===== config.mk =====
export PLATFORM = sky130hd
export DESIGN_NAME = spi_master_flat
export DESIGN_NICKNAME = d
export VERILOG_FILES = /design/src/rtl/spi_master_if.sv /design/src/rtl/spi_master.sv /design/src/flat_wrapper.sv
export SDC_FILE = /design/constraint.sdc
export NUM_CORES = 1
export LEC_CHECK = 0
export ABC_AREA = 1
export BUFFER_PORTS_ARGS = -buffer_cell sky130_fd_sc_hd__buf_2
export CAP_MARGIN = 0
export CORE_ASPECT_RATIO = 0.5
export CORE_MARGIN = 4
export CORE_UTILIZATION = 45
export DETAILED_ROUTE_END_ITERATION = 8
export PLACE_DENSITY_LB_ADDON = 0.08
export SYNTH_ARGS = -nofsm -noshare
export SYNTH_HDL_FRONTEND = slang
export SYNTH_SLANG_ARGS = --single-unit

===== constraint.sdc =====
create_clock -name clk -period 4.2 [get_ports clk]
set_clock_uncertainty 0.2 [all_clocks]
set_input_delay 0.42 -clock clk [delete_from_list [all_inputs] [get_ports clk]]
set_output_delay 0.42 -clock clk [all_outputs]
set_load 0.05 [all_outputs]

===== src/rtl/spi_master_if.sv =====
// Bus-side port bundle for spi_master: address/strobe/data in, read data and ready out.
interface spi_master_if;
    logic [31:0] address_in;
    logic        sel_in;
    logic        read_in;
    logic [31:0] read_value_out;
    logic [3:0]  write_mask_in;
    logic [31:0] write_value_in;
    logic        ready_out;

    modport master (
        output address_in, sel_in, read_in, write_mask_in, write_value_in,
        input  read_value_out, ready_out
    );

    modport slave (
        input  address_in, sel_in, read_in, write_mask_in, write_value_in,
        output read_value_out, ready_out
    );
endinterface


===== src/rtl/spi_master.sv =====
// Memory-mapped SPI mode-0 master: DATA/STATUS/CTRL registers, MSB-first shifter.
// SPI_MASTER_TXFIFO_EN selects a 4-entry TX FIFO instead of a single holding byte.
module spi_master (
    input  logic             clk,
    input  logic             reset,
    spi_master_if.slave      bus,
    output logic             sclk_out,
    output logic             mosi_out,
    input  logic             miso_in,
    output logic             csn_out
);
    typedef enum logic [1:0] {S_IDLE, S_LEAD, S_HIGH, S_DONE} state_e;

    state_e      state_q, state_d;
    logic [7:0]  hcnt_q, hcnt_d;
    logic [2:0]  bit_cnt_q, bit_cnt_d;
    logic [7:0]  shift_q, shift_d;
    logic        sclk_q, sclk_d;
    logic        mosi_q, mosi_d;
    logic [7:0]  div_q, div_d;
    logic        cs_assert_q, cs_assert_d;
    logic [7:0]  rx_byte_q, rx_byte_d;
    logic        rx_valid_q, rx_valid_d;
    logic        rx_overrun_q, rx_overrun_d;

    logic [1:0]  reg_sel;
    logic        wr_en, wr_data, wr_status, wr_ctrl, rd_data;
    logic        tx_full, tx_held, tx_pop, tx_push, busy;
    logic [7:0]  tx_head;

    assign reg_sel   = bus.address_in[3:2];
    assign wr_en     = bus.sel_in && bus.write_mask_in[0];
    assign wr_data   = wr_en && (reg_sel == 2'd0);
    assign wr_status = wr_en && (reg_sel == 2'd1);
    assign wr_ctrl   = wr_en && (reg_sel == 2'd2);
    assign rd_data   = bus.sel_in && bus.read_in && (reg_sel == 2'd0);

    assign tx_pop = (state_q == S_IDLE) && tx_held;
    assign busy   = (state_q != S_IDLE) || tx_held;

`ifdef SPI_MASTER_TXFIFO_EN
    logic [3:0][7:0] fifo_q, fifo_d;
    logic [1:0]      wptr_q, wptr_d, rptr_q, rptr_d;
    logic [2:0]      count_q, count_d;

    assign tx_full = (count_q == 3'd4);
    assign tx_held = (count_q != 3'd0);
    assign tx_head = fifo_q[rptr_q];
    assign tx_push = wr_data && !tx_full;

    always_comb begin
        fifo_d  = fifo_q;
        wptr_d  = wptr_q;
        rptr_d  = rptr_q;
        count_d = count_q;
        if (tx_push) begin
            fifo_d[wptr_q] = bus.write_value_in[7:0];
            wptr_d         = wptr_q + 2'd1;
        end
        if (tx_pop) rptr_d = rptr_q + 2'd1;
        if (tx_push && !tx_pop)      count_d = count_q + 3'd1;
        else if (!tx_push && tx_pop) count_d = count_q - 3'd1;
    end

    always_ff @(posedge clk) begin
        if (!reset) begin
            fifo_q  <= '0;
            wptr_q  <= 2'd0;
            rptr_q  <= 2'd0;
            count_q <= 3'd0;
        end else begin
            fifo_q  <= fifo_d;
            wptr_q  <= wptr_d;
            rptr_q  <= rptr_d;
            count_q <= count_d;
        end
    end
`else
    logic [7:0] tx_byte_q, tx_byte_d;
    logic       tx_valid_q, tx_valid_d;

    assign tx_full = tx_valid_q;
    assign tx_held = tx_valid_q;
    assign tx_head = tx_byte_q;
    // A write landing on the consume edge refills the register instead of being dropped.
    assign tx_push = wr_data && (!tx_valid_q || tx_pop);

    always_comb begin
        tx_byte_d  = tx_byte_q;
        tx_valid_d = tx_valid_q;
        if (tx_pop) tx_valid_d = 1'b0;
        if (tx_push) begin
            tx_byte_d  = bus.write_value_in[7:0];
            tx_valid_d = 1'b1;
        end
    end

    always_ff @(posedge clk) begin
        if (!reset) begin
            tx_byte_q  <= 8'd0;
            tx_valid_q <= 1'b0;
        end else begin
            tx_byte_q  <= tx_byte_d;
            tx_valid_q <= tx_valid_d;
        end
    end
`endif

    always_comb begin
        state_d      = state_q;
        hcnt_d       = hcnt_q;
        bit_cnt_d    = bit_cnt_q;
        shift_d      = shift_q;
        sclk_d       = sclk_q;
        mosi_d       = mosi_q;
        rx_byte_d    = rx_byte_q;
        rx_valid_d   = rd_data ? 1'b0 : rx_valid_q;
        rx_overrun_d = (wr_status && bus.write_value_in[3]) ? 1'b0 : rx_overrun_q;
        div_d        = wr_ctrl ? bus.write_value_in[7:0] : div_q;
        cs_assert_d  = wr_ctrl ? bus.write_value_in[8]   : cs_assert_q;

        unique case (state_q)
            S_IDLE: begin
                sclk_d = 1'b0;
                if (tx_held) begin
                    shift_d   = tx_head;
                    mosi_d    = tx_head[7];
                    bit_cnt_d = 3'd0;
                    hcnt_d    = div_q;
                    state_d   = S_LEAD;
                end
            end
            // The shift happens on the rise together with the MISO sample; the
            // fall only presents the already-shifted MSB, so MOSI moves on the fall.
            S_LEAD: begin
                if (hcnt_q == 8'd0) begin
                    sclk_d  = 1'b1;
                    shift_d = {shift_q[6:0], miso_in};
                    hcnt_d  = div_q;
                    state_d = S_HIGH;
                end else begin
                    hcnt_d = hcnt_q - 8'd1;
                end
            end
            S_HIGH: begin
                if (hcnt_q == 8'd0) begin
                    sclk_d = 1'b0;
                    hcnt_d = div_q;
                    if (bit_cnt_q == 3'd7) begin
                        state_d = S_DONE;
                    end else begin
                        mosi_d    = shift_q[7];
                        bit_cnt_d = bit_cnt_q + 3'd1;
                        state_d   = S_LEAD;
                    end
                end else begin
                    hcnt_d = hcnt_q - 8'd1;
                end
            end
            S_DONE: begin
                rx_byte_d  = shift_q;
                rx_valid_d = 1'b1;
                if (rx_valid_q && !rd_data) rx_overrun_d = 1'b1;
                state_d = S_IDLE;
            end
            default: state_d = S_IDLE;
        endcase
    end

    always_ff @(posedge clk) begin
        if (!reset) begin
            state_q      <= S_IDLE;
            hcnt_q       <= 8'd0;
            bit_cnt_q    <= 3'd0;
            shift_q      <= 8'd0;
            sclk_q       <= 1'b0;
            mosi_q       <= 1'b0;
            div_q        <= 8'd0;
            cs_assert_q  <= 1'b0;
            rx_byte_q    <= 8'd0;
            rx_valid_q   <= 1'b0;
            rx_overrun_q <= 1'b0;
        end else begin
            state_q      <= state_d;
            hcnt_q       <= hcnt_d;
            bit_cnt_q    <= bit_cnt_d;
            shift_q      <= shift_d;
            sclk_q       <= sclk_d;
            mosi_q       <= mosi_d;
            div_q        <= div_d;
            cs_assert_q  <= cs_assert_d;
            rx_byte_q    <= rx_byte_d;
            rx_valid_q   <= rx_valid_d;
            rx_overrun_q <= rx_overrun_d;
        end
    end

    always_comb begin
        bus.read_value_out = 32'd0;
        if (bus.sel_in) begin
            unique case (reg_sel)
                2'd0:    bus.read_value_out = {24'd0, rx_byte_q};
                2'd1:    bus.read_value_out = {28'd0, rx_overrun_q, tx_full, rx_valid_q, busy};
                2'd2:    bus.read_value_out = {23'd0, cs_assert_q, div_q};
                default: bus.read_value_out = 32'd0;
            endcase
        end
    end

    assign bus.ready_out = bus.sel_in;
    assign sclk_out      = sclk_q;
    assign mosi_out      = mosi_q;
    assign csn_out       = ~cs_assert_q;

    logic unused_bits;
    assign unused_bits = ^{bus.address_in[31:4], bus.address_in[1:0],
                           bus.write_mask_in[3:1], bus.write_value_in[31:9]};
endmodule


===== src/flat_wrapper.sv =====
// flat-port wrapper written by rule: the top's interface ports become plain ports
module spi_master_flat 
  (clk, reset, sclk_out, mosi_out, miso_in, csn_out, bus_address_in, bus_sel_in, bus_read_in, bus_write_mask_in, bus_write_value_in, bus_read_value_out, bus_ready_out);
  spi_master_if bus_i ();
  input  logic clk;
  input  logic reset;
  output logic sclk_out;
  output logic mosi_out;
  input  logic miso_in;
  output logic csn_out;
  input wire logic [$bits(bus_i.address_in)-1:0] bus_address_in;
  input wire logic [$bits(bus_i.sel_in)-1:0] bus_sel_in;
  input wire logic [$bits(bus_i.read_in)-1:0] bus_read_in;
  input wire logic [$bits(bus_i.write_mask_in)-1:0] bus_write_mask_in;
  input wire logic [$bits(bus_i.write_value_in)-1:0] bus_write_value_in;
  output wire logic [$bits(bus_i.read_value_out)-1:0] bus_read_value_out;
  output wire logic [$bits(bus_i.ready_out)-1:0] bus_ready_out;
  assign bus_i.address_in = bus_address_in;
  assign bus_i.sel_in = bus_sel_in;
  assign bus_i.read_in = bus_read_in;
  assign bus_i.write_mask_in = bus_write_mask_in;
  assign bus_i.write_value_in = bus_write_value_in;
  assign bus_read_value_out = bus_i.read_value_out;
  assign bus_ready_out = bus_i.ready_out;
  spi_master u_core (.clk(clk), .reset(reset), .bus(bus_i), .sclk_out(sclk_out), .mosi_out(mosi_out), .miso_in(miso_in), .csn_out(csn_out));
endmodule

==> results.ini <==
[pwr]
total_power_mw=1.52
peakVddDrop_mv=0.162
p_leak_nw=1.44
powerDensity_nw_per_um2=504

[hold_path]
hold_class=in -> reg

[drt]
drt_first_pass_iters=4
vias=2519
wl_per_cell_um=12.6
post-route-drc-count=0
routed_wl_mm=6.51
routed_via_density=4.86
drtAntennaViolNets=0
first_iter_violations=167

[synth]
post-synth-top-count-cell=nand2_1
syn_inst=409
ys.flop_type=dfxtp_1
ys_ff_latch=51
yosysSeqAreaShare_pct=36.4
synthTopCellsByCount=nand2_1 (67), nor2_1 (64), a21oi_1 (51), dfxtp_1 (51), inv_1 (41)
synthTopCellsByArea=dfxtp_1 (36%), a21oi_1 (9.1%), nand2_1 (9.0%)
ys_async_sr_fraction_pct=0
ys.warnings.count=0
avgSynthCellArea_um2=6.86
synth_edf_count=0
synth_top_area_share_pct=36.4
synth.cell_area_um2=2810
yosysUniqueCellTypes=31
yosysTopAreaCell=dfxtp_1

[floorplan]
io_pins=109
rows=20
die_y_um=63.8
coreArea_um2=6060
start_util_pct=46.3
die_w_um=120
die_area_um2=7640

[clocking]
path_clk_slew_ps=60
h-tree-depth=2
hold_buffers=0
cts_root_buffer=clkbuf_16
tritoncts=done
cts.sinks=51
post_cts_resized=0
cts_buffer_depth=2
numCtsBuffers=5
postCtsSetupBuffers=0
clk_latency_ps=290

[worst_setup_path]
cp.arrival_ps=2190
path_class=reg -> out
critPathMaxFanout=20
reg2reg_from=u_core.state_q[1]
crit_path_end=bus_read_value_out[0]
r2r_slack_ps=1780
cp_data_required_time_ps=3580
startpoint=u_core.state_q[1]
startpoint_type=flip-flop
rr_worst_depth=7
rr_endpoint=u_core.shift_q[0]
end_kind=output pin

[layout]
utilization_pct=49.9
nets=510
design_area_um2=3020
antennaDiodeCount=0
multi_input_area_um2=1430
fillers=628
drive_above_1_share_pct=12.6
final_cells=518
ff_latch_area_um2=1020
synthToLayoutAreaGrowth_pct=7.58

[timing]
fin_crit_sh_pct=66.9
slew_viol_final=0
setup_violations=0
timing.fmax_mhz=356
tns_ps=0
hold_viol=0
tightest_slew_ps=736
rsz0062_at_grt=false
relSlewSlack_pct=50.8
min_period_ps=2810
finalHoldWorstSlack_ps=209
timing.final.ws_setup_ps=1390

[grt]
grt_pass1_vias=2223
grt_pass1_wl_mm=10.7
antenna_found_initial=0
gr-usage-all-layers_pct=17.4
overflow=0
grt_max_degree=40

[place]
hpwl_mm=4.67
place_worst_setup_slack_ps=1700
gp_routability_congestion=0.869
place_area_um2=2880
dp_cells=510
port-buffer-count=29

[outcome]
status=finished, final reports clean

[job]
drv_cap=0

==> worst max-delay path, cell delays in order, from the launching register on <==
cell and delay, ps:
dfxtp_1 410, inv_1 80, ha_1 260, nand2_1 580, nand2_1 120, a31oi_1 160
buf_2 280
==> power by group <==
part           switching (mW)  internal [mW]  total (mW)
Combinational           0.384          0.166       0.550
Sequential             0.0386          0.538       0.576
Clock                   0.174          0.221       0.395
==> sequential cells by signal (all words and copies together) (netlist names), 2 cells and up <==
signal and count:
u_core.bit_cnt_q 3, u_core.div_q 8, u_core.hcnt_q 8, u_core.rx_byte_q 8, u_core.shift_q 8, u_core.state_q 2, u_core.tx_byte_q 8
==> cell usage in the layout, fill, tap and decap left out, types with 2 or more instances in the layout <==
cell / count
nand2_1: 67
nor2_1: 64
a21oi_1: 51
dfxtp_1: 51
inv_1: 41
o21ai_0: 32
buf_2: 29
conb_1: 23
nand3_1: 19
ha_1: 8
clkbuf_16: 5
inv_2: 4
nor3_1: 4
nor2_2: 4
o21ai_1: 3
nand4_1: 3
nand2_4: 3
nor2_4: 2
o211ai_1: 2
a31oi_1: 2
o21ai_2: 2
clkbuf_1: 2
==> cells by family (layout without fill, tap and decap cells) <==
| kind of cell | Yosys count | after routing | synth area share, % |
|---|---|---|---|
| fa+ha+maj | 8 | 8 | 3.57 |
| buf+inv | 84 | 83 | 15.5 |
| simple gates | 170 | 170 | 26.5 |
| other cells | 1 | 23 | 0.134 |
| flops | 51 | 51 | 36.4 |
| compound gates | 95 | 95 | 17.9 |
==> worst min-delay path by stage <==
| stage | startpoint | end | slack, ps | cells past startpoint |
|---|---|---|---|---|
| 2_1_floorplan | u_core.tx_byte_q[3] | u_core.tx_byte_q[3] | 230 | 2 |
| 3_3_place_gp | u_core.tx_byte_q[4] | u_core.tx_byte_q[4] | 240 | 2 |
| 3_5_place_dp | u_core.tx_byte_q[4] | u_core.tx_byte_q[4] | 250 | 2 |
| 4_1_cts | bus_write_value_in[0] | u_core.div_q[0] | 200 | 3 |
| 5_1_grt | bus_write_value_in[1] | u_core.div_q[1] | 230 | 3 |
| 6_report | bus_write_value_in[0] | u_core.div_q[0] | 210 | 3 |
==> area by class of cell <==
cell class | instances | area share [%]
inverters | 46 | 5.72
flip-flops and latches | 51 | 33.8
repair buffers | 29 | 4.81
well taps | 88 | 3.65
clock buffers | 7 | 4.39
clock inverters | 1 | 0.166
multi-input cells | 296 | 47.5
==> metal layers <==
| layer | part of all wire [%] | wire [um] | GRT usage, % |
|---|---|---|---|
| met5 | 0 | 0 | 0 |
| met4 | 0.57 | 37 | 3.85 |
| met2 | 43 | 2770 | 26.1 |
| met3 | 5.5 | 355 | 4.33 |
| met1 | 51 | 3340 | 25.2 |
Power figures use the tool's default switching activity.
